### src/rtl/mm_issue_scheduler_if.sv
// Bundle between the issue scheduler and its environment: the requester
// valid/ready side, the Montgomery multiplier issue/completion side, and the
// status outputs. Requesters and the multiplier drive the master side.
interface mm_issue_scheduler_if #(
  parameter int NUM_REQ = 4,
  parameter int CNT_W   = 3
);
  // requester side
  logic [NUM_REQ-1:0]   req_valid;
  logic [NUM_REQ*6-1:0] req_tag;
  logic [NUM_REQ-1:0]   req_ready;
  logic [NUM_REQ-1:0]   rsp_valid;
  logic [5:0]           rsp_tag;
  // multiplier side
  logic                 en_mm;
  logic [7:0]           mm_info_in;
  logic [1:0]           mm_opsel;
  logic                 mm_full;
  logic                 mm_done;
  logic [7:0]           mm_info_out;
  // control and status
  logic                 quiesce;
  logic                 drained;
  logic [CNT_W-1:0]     inflight;
  logic                 err;

  modport slave (
    input  req_valid, req_tag, mm_full, mm_done, mm_info_out, quiesce,
    output req_ready, rsp_valid, rsp_tag, en_mm, mm_info_in, mm_opsel,
           drained, inflight, err
  );

  modport master (
    output req_valid, req_tag, mm_full, mm_done, mm_info_out, quiesce,
    input  req_ready, rsp_valid, rsp_tag, en_mm, mm_info_in, mm_opsel,
           drained, inflight, err
  );
endinterface

### src/rtl/mm_issue_scheduler.sv
// Round-robin issue scheduler sharing one pipelined Montgomery multiplier
// between NUM_REQ requesters. One job per grant, one outstanding job per
// requester, a global in-flight cap and a minimum spacing between issues.
// Completions are routed back by the requester id carried in the info tag.
module mm_issue_scheduler #(
  parameter int NUM_REQ      = 4,
  parameter int MAX_INFLIGHT = 4,
  parameter int ISSUE_GAP    = 3,
  parameter int CNT_W        = 3
) (
  input  logic                 clk,
  input  logic                 rst_n,
  mm_issue_scheduler_if.slave  bus
);

  typedef enum logic [1:0] {IDLE, ISSUE, GAP} state_t;

  localparam logic [CNT_W-1:0] MAX_CNT  = CNT_W'(MAX_INFLIGHT);
  // The IDLE cycle in which the handshake happens and the ISSUE cycle both
  // count toward the spacing, so GAP only has to cover ISSUE_GAP-2 cycles.
  localparam logic [CNT_W-1:0] GAP_LOAD = CNT_W'((ISSUE_GAP > 2) ? ISSUE_GAP - 2 : 1);

  state_t             state, state_nxt;
  logic [CNT_W-1:0]   gap_cnt, gap_cnt_nxt;
  logic [1:0]         rr_ptr;
  logic [NUM_REQ-1:0] owner_busy;
  logic [CNT_W-1:0]   inflight_q;
  logic               err_q;
  logic               drained_q;
  logic [7:0]         info_q;
  logic [1:0]         opsel_q;
  logic [NUM_REQ-1:0] rsp_valid_q;
  logic [5:0]         rsp_tag_q;

  logic [NUM_REQ-1:0] eligible;
  logic [NUM_REQ-1:0] grant;
  logic [1:0]         grant_id;
  logic [5:0]         grant_tag;
  logic               can_issue;
  logic               handshake;

  logic [1:0]         done_id;
  logic               done_busy;
  logic               done_ok;
  logic               done_bad;
  logic [NUM_REQ-1:0] done_clr;
  logic               overflow;

  // Round-robin arbitration: first eligible requester at or after rr_ptr.
  // NOTE: every variable written here gets a default first, so no path leaves
  // one unassigned and no latch is inferred.
  always_comb begin
    logic [1:0] idx;
    idx      = '0;
    grant    = '0;
    grant_id = '0;
    eligible = bus.req_valid & ~owner_busy;
    // rst_n keeps req_ready low while reset is held, like every other output.
    can_issue = rst_n && (state == IDLE) && !bus.quiesce && !bus.mm_full &&
                (inflight_q < MAX_CNT);
    // Scan from the farthest slot back to rr_ptr so the nearest one wins.
    for (int k = NUM_REQ - 1; k >= 0; k--) begin
      idx = 2'((int'(rr_ptr) + k) % NUM_REQ);
      if (can_issue && eligible[idx]) begin
        grant      = '0;
        grant[idx] = 1'b1;
        grant_id   = idx;
      end
    end
    handshake = |(bus.req_valid & grant);
    grant_tag = bus.req_tag[6*grant_id +: 6];
  end

  // Completion decode: accept only tags that match an outstanding job.
  always_comb begin
    done_id   = bus.mm_info_out[7:6];
    done_busy = 1'b0;
    for (int i = 0; i < NUM_REQ; i++) begin
      if (int'(done_id) == i) done_busy = owner_busy[i];
    end
    done_ok  = bus.mm_done && done_busy && (inflight_q != '0);
    done_bad = bus.mm_done && !done_ok;
    done_clr = '0;
    for (int i = 0; i < NUM_REQ; i++) begin
      done_clr[i] = done_ok && (int'(done_id) == i);
    end
    overflow = handshake && !done_ok && (inflight_q == MAX_CNT);
  end

  // Issue-spacing FSM: next state and gap counter.
  always_comb begin
    state_nxt   = state;
    gap_cnt_nxt = gap_cnt;
    unique case (state)
      IDLE:  if (handshake) state_nxt = ISSUE;
      ISSUE: begin
        if (ISSUE_GAP > 2) begin
          state_nxt   = GAP;
          gap_cnt_nxt = GAP_LOAD;
        end else begin
          state_nxt = IDLE;
        end
      end
      GAP: begin
        if (gap_cnt <= CNT_W'(1)) state_nxt = IDLE;
        else                      gap_cnt_nxt = gap_cnt - CNT_W'(1);
      end
      default: state_nxt = IDLE;
    endcase
  end

  // FSM state register.
  // NOTE: sequential state uses non-blocking assignments so every flop samples
  // pre-edge values regardless of block ordering.
  always_ff @(posedge clk or negedge rst_n) begin
    if (!rst_n) begin
      state   <= IDLE;
      gap_cnt <= '0;
    end else begin
      state   <= state_nxt;
      gap_cnt <= gap_cnt_nxt;
    end
  end

  // Ownership, in-flight count, issue/response registers and status.
  always_ff @(posedge clk or negedge rst_n) begin
    if (!rst_n) begin
      rr_ptr      <= '0;
      owner_busy  <= '0;
      inflight_q  <= '0;
      err_q       <= 1'b0;
      drained_q   <= 1'b0;
      info_q      <= '0;
      opsel_q     <= '0;
      rsp_valid_q <= '0;
      rsp_tag_q   <= '0;
    end else begin
      if (handshake) begin
        info_q  <= {grant_id, grant_tag};
        opsel_q <= grant_id;
        rr_ptr  <= (grant_id == 2'(NUM_REQ - 1)) ? 2'd0 : grant_id + 2'd1;
      end
      // A grant and a completion never target the same requester: grants
      // need owner_busy clear, completions need it set.
      owner_busy  <= (owner_busy & ~done_clr) | grant;
      rsp_valid_q <= done_clr;
      if (done_ok) rsp_tag_q <= bus.mm_info_out[5:0];
      if (handshake && !done_ok && !overflow) inflight_q <= inflight_q + CNT_W'(1);
      else if (!handshake && done_ok)         inflight_q <= inflight_q - CNT_W'(1);
      err_q     <= err_q | done_bad | overflow;
      drained_q <= bus.quiesce && (inflight_q == '0) && (state == IDLE);
    end
  end

  assign bus.req_ready  = grant;
  assign bus.en_mm      = (state == ISSUE);
  assign bus.mm_info_in = info_q;
  assign bus.mm_opsel   = opsel_q;
  assign bus.rsp_valid  = rsp_valid_q;
  assign bus.rsp_tag    = rsp_tag_q;
  assign bus.drained    = drained_q;
  assign bus.inflight   = inflight_q;
  assign bus.err        = err_q;

endmodule

### src/flat_wrapper.sv
// flat-port wrapper written by rule: the top's interface ports become plain ports
module mm_issue_scheduler_flat 
#(
  parameter int NUM_REQ      = 4,
  parameter int MAX_INFLIGHT = 4,
  parameter int ISSUE_GAP    = 3,
  parameter int CNT_W        = 3
)
  (clk, rst_n, bus_req_valid, bus_req_tag, bus_mm_full, bus_mm_done, bus_mm_info_out, bus_quiesce, bus_req_ready, bus_rsp_valid, bus_rsp_tag, bus_en_mm, bus_mm_info_in, bus_mm_opsel, bus_drained, bus_inflight, bus_err);
  mm_issue_scheduler_if #(.NUM_REQ(NUM_REQ), .CNT_W(CNT_W)) bus_i ();
  input  logic clk;
  input  logic rst_n;
  input wire logic [$bits(bus_i.req_valid)-1:0] bus_req_valid;
  input wire logic [$bits(bus_i.req_tag)-1:0] bus_req_tag;
  input wire logic [$bits(bus_i.mm_full)-1:0] bus_mm_full;
  input wire logic [$bits(bus_i.mm_done)-1:0] bus_mm_done;
  input wire logic [$bits(bus_i.mm_info_out)-1:0] bus_mm_info_out;
  input wire logic [$bits(bus_i.quiesce)-1:0] bus_quiesce;
  output wire logic [$bits(bus_i.req_ready)-1:0] bus_req_ready;
  output wire logic [$bits(bus_i.rsp_valid)-1:0] bus_rsp_valid;
  output wire logic [$bits(bus_i.rsp_tag)-1:0] bus_rsp_tag;
  output wire logic [$bits(bus_i.en_mm)-1:0] bus_en_mm;
  output wire logic [$bits(bus_i.mm_info_in)-1:0] bus_mm_info_in;
  output wire logic [$bits(bus_i.mm_opsel)-1:0] bus_mm_opsel;
  output wire logic [$bits(bus_i.drained)-1:0] bus_drained;
  output wire logic [$bits(bus_i.inflight)-1:0] bus_inflight;
  output wire logic [$bits(bus_i.err)-1:0] bus_err;
  assign bus_i.req_valid = bus_req_valid;
  assign bus_i.req_tag = bus_req_tag;
  assign bus_i.mm_full = bus_mm_full;
  assign bus_i.mm_done = bus_mm_done;
  assign bus_i.mm_info_out = bus_mm_info_out;
  assign bus_i.quiesce = bus_quiesce;
  assign bus_req_ready = bus_i.req_ready;
  assign bus_rsp_valid = bus_i.rsp_valid;
  assign bus_rsp_tag = bus_i.rsp_tag;
  assign bus_en_mm = bus_i.en_mm;
  assign bus_mm_info_in = bus_i.mm_info_in;
  assign bus_mm_opsel = bus_i.mm_opsel;
  assign bus_drained = bus_i.drained;
  assign bus_inflight = bus_i.inflight;
  assign bus_err = bus_i.err;
  mm_issue_scheduler #(.NUM_REQ(NUM_REQ), .MAX_INFLIGHT(MAX_INFLIGHT), .ISSUE_GAP(ISSUE_GAP), .CNT_W(CNT_W)) u_core (.clk(clk), .rst_n(rst_n), .bus(bus_i));
endmodule
### config.mk
export PLATFORM = sky130hd
export DESIGN_NAME = mm_issue_scheduler_flat
export DESIGN_NICKNAME = d
export VERILOG_FILES = /design/src/rtl/mm_issue_scheduler_if.sv /design/src/rtl/mm_issue_scheduler.sv /design/src/flat_wrapper.sv
export SDC_FILE = /design/constraint.sdc
export NUM_CORES = 1
export LEC_CHECK = 0
export BUFFER_PORTS_ARGS = -buffer_cell sky130_fd_sc_hd__buf_2
export CORE_MARGIN = 8
export CORE_UTILIZATION = 25
export DETAILED_ROUTE_END_ITERATION = 12
export GPL_ROUTABILITY_DRIVEN = 0
export GPL_TIMING_DRIVEN = 0
export PLACE_DENSITY = 0.55
export SLEW_MARGIN = 5
export SYNTH_ARGS = -nofsm -noshare
export SYNTH_HDL_FRONTEND = slang
export SYNTH_SLANG_ARGS = --single-unit
### constraint.sdc
create_clock -name clk -period 10.9 [get_ports clk]
set_input_delay 0 -clock clk [delete_from_list [all_inputs] [get_ports clk]]
set_output_delay 0 -clock clk [all_outputs]
set_load 0.01 [all_outputs]
# Word level (Yosys, flattened, before mapping)
# Index checks and enable logic that the tools add are counted.
[totals]
register_bits = 36
mem_count = 0
elab_cells = 123
in_bits = 41
romBits = 0
latchBits = 0
out_inout_bits = 30
ram_bits = 0
[classes]
shifts = 1
eq_ne = 10
n_lt_le_gt_ge = 10
bitwise = 8
multipliers = 1
mux = 36
n_div = 0
n_addsub = 7
n_reduce_logical = 39
[ops]
columns = ["op", "n"]
rows = [
  ["1-bit logical AND", 25],
  ["24-bit by 6-bit indexed part select with 6-bit output", 1],
  ["4-bit two-way mux", 4],
  ["2-bit two-way mux", 7],
  ["4-bit bitwise AND", 3],
  ["2-bit by 3-bit less-than comparator with 1-bit output, second input constant", 4],
  ["1-bit two-way mux", 12],
  ["3-bit two-way mux", 3],
  ["1-bit binary-select mux with 2-bit select", 4],
  ["1-bit demux with 2-bit select", 4],
  ["2-bit equality test, second input constant", 4],
  ["2-bit by 1-bit >= comparator with 1-bit output, second input constant", 4],
  ["4-bit NOT", 2],
  ["2-bit one-hot mux with 3 select lines", 1],
  ["3-bit one-hot mux with 2 select lines", 1],
  ["3-bit by 1-bit subtractor with 3-bit output, second input constant", 2],
  ["1-bit zero test", 5],
  ["2-bit by 1-bit adder with 2-bit output, second input constant", 2],
  ["2-bit adder, second input constant", 2],
  ["2-bit by 1-bit equality test with 1-bit output, second input constant", 2],
  ["2-bit zero test", 2],
  ["2-bit by 2-bit multiplier with 4-bit output, first input constant", 1],
  ["2-bit by 1-bit != test with 1-bit output, second input constant", 2],
  ["4-bit OR", 1],
  ["11 further kinds", 14],
]

# Depth between registers and ports, before layout
[depth]
word_depth = 17
depth_mapped = 17
depth_no_buf = 13

# Worst setup path after synthesis
# No wires, ideal clock.
[synth_path]
path_kind = "register -> register"
startpoint = "register u_core.rr_ptr[0]"
endpoint = "register u_core.inflight_q[2], in the netlist u_core.bus.inflight[2]"
required_ps = 10820
setup_time_ps = 80
stages_incl_launch_ff = 18
t_arrival_ps = 3954
path_slack_ps = 6866
synth_period_minus_slack_ps = 4034
n_path_buf = 4
path_cell_list = "dfrtp_1 -> buf_6 -> buf_2 -> inv_1 -> ha_1 -> and4b_1 -> or4_1 -> nand3_1 -> o22ai_1 -> nor3_1 -> a221o_1 -> buf_6 -> buf_8 -> nand2_1 -> fa_1 -> and2_1 -> mux2i_1 -> xnor2_1"
[synth_via]
elab_chain_cells = 16
word_cells_on_any_way = 49
cone_classes = "add/sub (3); order compare (8); mux (21); bitwise (1); reduce/logical (16)"
[synth_rtl]
columns = ["element", "line", "source"]
rows = [
  ["start, declared", "mm_issue_scheduler.sv:25", "logic [1:0] rr_ptr;"],
  ["start signal, assigned", "mm_issue_scheduler.sv:141", "rr_ptr <= (grant_id == 2'(NUM_REQ - 1)) ? 2'd0 : grant_id + 2'd1;"],
  ["2-bit adder", "mm_issue_scheduler.sv:63", "idx = 2'((int'(rr_ptr) + k) % NUM_REQ);"],
  ["2-bit by 3-bit less-than comparator with 1-bit output (implied by the code) or 2-bit by 1-bit >= comparator with 1-bit output (tied branches)", "mm_issue_scheduler.sv:66", "grant[idx] = 1'b1;"],
  ["1-bit logical AND (implied by the code)", "mm_issue_scheduler.sv:66", ""],
  ["1-bit two-way mux (implied by the code)", "mm_issue_scheduler.sv:66", ""],
  ["1-bit demux with 2-bit select", "n/a", ""],
  ["4-bit two-way mux (3 in series)", "mm_issue_scheduler.sv:64", "if (can_issue && eligible[idx]) begin"],
  ["4-bit two-way mux *", "mm_issue_scheduler.sv:64", ""],
  ["via bus_req_ready[3]", "flat_wrapper.sv:19", "output wire logic [$bits(bus_i.req_ready)-1:0] bus_req_ready;"],
  ["4-bit bitwise AND *", "mm_issue_scheduler.sv:70", "handshake = |(bus.req_valid & grant);"],
  ["4-bit OR reduction *", "mm_issue_scheduler.sv:70", ""],
  ["1-bit logical AND", "mm_issue_scheduler.sv:87, mm_issue_scheduler.sv:148", ""],
  ["1-bit logical AND", "mm_issue_scheduler.sv:87", "overflow = handshake && !done_ok && (inflight_q == MAX_CNT);"],
  ["1-bit zero test", "mm_issue_scheduler.sv:148", "if (handshake && !done_ok && !overflow) inflight_q <= inflight_q + CNT_W'(1);"],
  ["1-bit logical AND", "mm_issue_scheduler.sv:148", ""],
  ["3-bit two-way mux or 2-bit nonzero test (tied branches)", "n/a", ""],
  ["end signal, assigned", "mm_issue_scheduler.sv:148", ""],
  ["end signal, assigned", "mm_issue_scheduler.sv:149", "else if (!handshake && done_ok) inflight_q <= inflight_q - CNT_W'(1);"],
  ["end, declared", "mm_issue_scheduler.sv:27", "logic [CNT_W-1:0] inflight_q;"],
]
# The timed path passes the listed nets; every way through them passes the cells marked *. The select of a mux whose other input is x is not followed.
# A chain may end at the register's enable or synchronous reset.

# Worst setup path in the final report
[layout_path]
startpoint = "register u_core.rr_ptr[1]"
endpoint = "register u_core.inflight_q[2], in the netlist u_core.bus.inflight[2]"
[layout_via]
elab_chain_cells = 16
word_cells_on_any_way = 49
cone_classes = "add/sub (3); order compare (8); mux (21); bitwise (1); reduce/logical (16)"
[layout_rtl]
columns = ["element", "line"]
rows = [
  ["2-bit adder", "mm_issue_scheduler.sv:63"],
  ["2-bit by 3-bit less-than comparator with 1-bit output (implied by the code) or 2-bit by 1-bit >= comparator with 1-bit output (tied branches)", "mm_issue_scheduler.sv:66"],
  ["1-bit logical AND (implied by the code)", "mm_issue_scheduler.sv:66"],
  ["1-bit two-way mux (implied by the code)", "mm_issue_scheduler.sv:66"],
  ["1-bit demux with 2-bit select", "n/a"],
  ["4-bit two-way mux (3 in series)", "mm_issue_scheduler.sv:64"],
  ["4-bit two-way mux *", "mm_issue_scheduler.sv:64"],
  ["4-bit bitwise AND *", "mm_issue_scheduler.sv:70"],
  ["4-bit OR reduction *", "mm_issue_scheduler.sv:70"],
  ["1-bit logical AND", "mm_issue_scheduler.sv:87, mm_issue_scheduler.sv:148"],
  ["1-bit logical AND", "mm_issue_scheduler.sv:87"],
  ["1-bit zero test", "mm_issue_scheduler.sv:148"],
  ["1-bit logical AND", "mm_issue_scheduler.sv:148"],
  ["3-bit two-way mux or 2-bit nonzero test (tied branches)", "n/a"],
]
# Mark *: on every way between the ends. The rest lies on a longest branch, timed or not. The select of a mux whose other input is x is not followed.

==> flow_metrics.py <==
metrics = {
    "finish": {
        "drive_above_1_share_pct": 33.2,
        "fin_area_sq_um": 3000,
        "syn2layout_area_growth_pct": 28.6,
        "num_antenna_cells": 0,
        "fin_cells": 424,
        "nets": 364,
    },
    "worst_setup_path": {
        "crit_arrival_ns": 4.84,
        "cp-endpoint": "u_core.bus.inflight[2]",
        "r2r_cells": 16,
        "reg2reg_slack_ns": 6.27,
        "worstPathMaxFanout": 10,
        "r2r_start": "u_core.rr_ptr[1]",
        "r2r-end": "u_core.bus.inflight[2]",
        "crit_type": "reg2reg",
        "crit_required_ns": 11.11,
        "critPathCaptureType": "register",
        "start_kind": "register",
        "cp-startpoint": "u_core.rr_ptr[1]",
    },
    "logic_synthesis": {
        "postSynthAreaPerCell_sq_um": 10.3,
        "netlist_area_sq_um": 2330,
        "synth_seq_cells": 34,
        "synth_area_leaders": "dfrtp_1 (37%), mux2i_1 (8.6%), ha_1 (5.4%)",
        "ys_types": 61,
        "synth_top_area_share_pct": 36.5,
        "ys_async_sr_fraction_pct": 100,
        "synthFlopType": "dfrtp_1",
        "synth-edff-count": 0,
        "seq_area_frac_synth_pct": 36.5,
        "syn_nets": 279,
        "postSynthCellCount": 227,
        "synth.top_cells.by_count": "dfrtp_1 (34), nand2_1 (28), mux2i_1 (20), nor2_1 (12)",
        "yosys_warnings": 0,
        "synth_top_cell_by_area": "dfrtp_1",
        "yosysMostFrequentCell": "dfrtp_1",
    },
    "pwr": {
        "totalPowerFinal_uw": 730,
        "switching_share_pct": 43.2,
        "p_seq_share_pct": 30.7,
        "power_frac_comb_pct": 56.1,
        "p_switching_uw": 315,
        "clkPwrFrac_pct": 13.2,
        "vdd_ir_drop_max_v": 0.000115,
        "p_leak_uw": 0.00141,
        "power.density_nw_per_um2": 243,
        "intPower_uw": 414,
    },
    "die": {
        "initial_core_util_pct": 25.5,
        "die_y_um": 113,
        "dieWidth_um": 113,
        "core_sq_um": 9150,
        "ios": 71,
        "dieArea_sq_um": 12700,
        "rows": 35,
    },
    "route": {
        "vias": 2050,
        "first_pass_iters": 4,
        "finalWirelength_mm": 6.33,
        "final_antenna_net_count": 0,
        "vias_per_cell": 4.83,
        "wire_per_inst_um": 14.9,
        "drc_errors": 0,
        "drt_iter0_drc": 140,
    },
    "sta": {
        "fin_crit_sh_pct": 42.5,
        "rsz0062_at_grt": "false",
        "tightest_slew_ns": 0.792,
        "setup_violations": 0,
        "skew_ns": 0.00406,
        "finalSetupTns_ns": 0,
        "slew_headroom_pct": 47.2,
        "finalWorstSetupSlack_ns": 6.27,
        "final_max_slew_viol_count": 0,
        "hold_viol_final": 0,
        "finalCriticalPeriod_ns": 4.63,
        "max_freq_mhz": 216,
    },
    "placed_design": {
        "post_dp_cell_area_sq_um": 2820,
        "dp_cells": 407,
        "portBuffers": 69,
        "place_ws_ns": 6.29,
        "place_hpwl_mm": 4.89,
    },
    "status": {
        "status": "finished, final reports clean",
    },
    "worst_hold_path": {
        "worstHoldPathType": "in2reg",
    },
    "cts": {
        "cts.sinks": 34,
        "cts.path.max_buffers": 2,
        "tritoncts": "yes",
        "worstSkewPairLatency_ns": 0.28,
        "h-tree-depth": 2,
        "cts_buffers": 5,
        "cts.clk_slew.worst_paths_ns": 0.07,
        "cts_setup_buffers": 0,
        "root_buffer": "clkbuf_8",
    },
    "global_route": {
        "antenna_found_initial": 0,
        "grt_max_degree": 37,
        "grt_pass1_vias": 2133,
        "grt_use_total_pct": 10.1,
        "grt_pass1_wl_mm": 10.5,
        "grt-ovfl-total": 0,
    },
    "job": {
        "max-cap-violations": 0,
    },
}
[layout make-up]
type,count,area (sq um)
repair buffers,78,435
flip-flops and latches,34,851
plain buffers,11,87.6
clock inverters,1,5.00
clock buffers,7,86.3
multi-input cells,171,1350
inverters,11,41.3
well taps,111,139
fillers,939,6160
[state kept, by name, indices dropped and copies added, names as in the netlist, 2 cells and up]
| name | cells |
|---|---|
| u_core.bus.rsp_valid | 4 |
| u_core.owner_busy | 4 |
| u_core.bus.mm_opsel | 2 |
| u_core.rr_ptr | 2 |
| u_core.bus.mm_info_in | 6 |
| u_core.state | 2 |
| u_core.bus.rsp_tag | 6 |
| u_core.bus.inflight | 3 |
| u_core.gap_cnt | 3 |
[worst min path at each step]
stage	from	to	slack (ns)	depth (start not counted)
floorplan	rst_n	u_core.bus.drained	-0.30	0
global placement	rst_n	u_core.bus.rsp_tag[3]	0.13	1
detailed placement	rst_n	u_core.bus.rsp_tag[3]	0.14	1
CTS	bus_quiesce	u_core.bus.drained	0.03	3
global route	bus_quiesce	u_core.bus.drained	0.02	3
finish	bus_quiesce	u_core.bus.drained	0.03	3
[logic make-up after synthesis]
family          Yosys count  synth area share (%)
simple gates             83                  20.6
compound gates           42                  13.6
flops                    34                  36.5
mux                      30                  14.9
buf+inv                  22                  5.53
fa+ha+maj                11                  6.23
xor+xnor                  5                  2.68
[cell usage in the layout, fill, tap and decap left out, types with 4 or more instances in the layout]
cell | synthesis | routed
buf_2 | 1 | 70
dfrtp_1 | 34 | 34
nand2_1 | 28 | 28
mux2i_1 | 20 | 20
nor2_1 | 12 | 12
inv_1 | 10 | 10
ha_1 | 10 | 10
dlygate4sd3_1 | 0 | 9
o21ai_0 | 6 | 6
clkbuf_8 | 0 | 6
nand2b_1 | 5 | 5
nor2b_1 | 5 | 5
mux2_4 | 5 | 5
clkbuf_1 | 3 | 4
o211ai_1 | 4 | 4
nor3_1 | 4 | 4
nand3_1 | 4 | 4
a21oi_1 | 4 | 4
mux2_2 | 4 | 4
[per-layer routing]
metal	vias up	share of wire [%]	GRT usage, %
li1	995	-	-
met1	979	44	12.4
met2	72	49	17.1
met3	4	5.4	2.52
met4	0	0.71	2.70
met5	-	0	0
[critical path, stage by stage (launching register included)]
cell	delay, ns
dfrtp_1	0.56
clkbuf_1	0.39
inv_1	0.16
ha_1	0.43
and4b_1	0.27
or4_1	0.62
nand3_1	0.14
o22ai_1	0.09
nor3_1	0.40
a221o_1	0.27
buf_6	0.16
buf_8	0.15
nand2_1	0.07
fa_1	0.39
and2_1	0.14
mux2i_1	0.16
xnor2_1	0.13
[what timing repair did]
action / in CTS / in global routing
hold endpoints to repair: 43 / 0
hold buffers: 9 / 0
resized for setup: 0 / 0
[stage by stage]
stage	util, %	hold WS [ns]
after floorplan	-	-0.296
after global placement	30.8	0.130
after detailed placement	30.8	0.136
after CTS	32.7	0.0333
after global routing	32.7	0.0234
final	32.7	0.0340
[power groups by stage]
stage	clock network (uW)	registers [uW]	logic, uW
finish	96.3	224	409
global route	106	233	450
CTS	101	224	412
detailed placement	0	225	408
global placement	0	225	405
floorplan	0	229	283
Power figures use the tool's default switching activity.
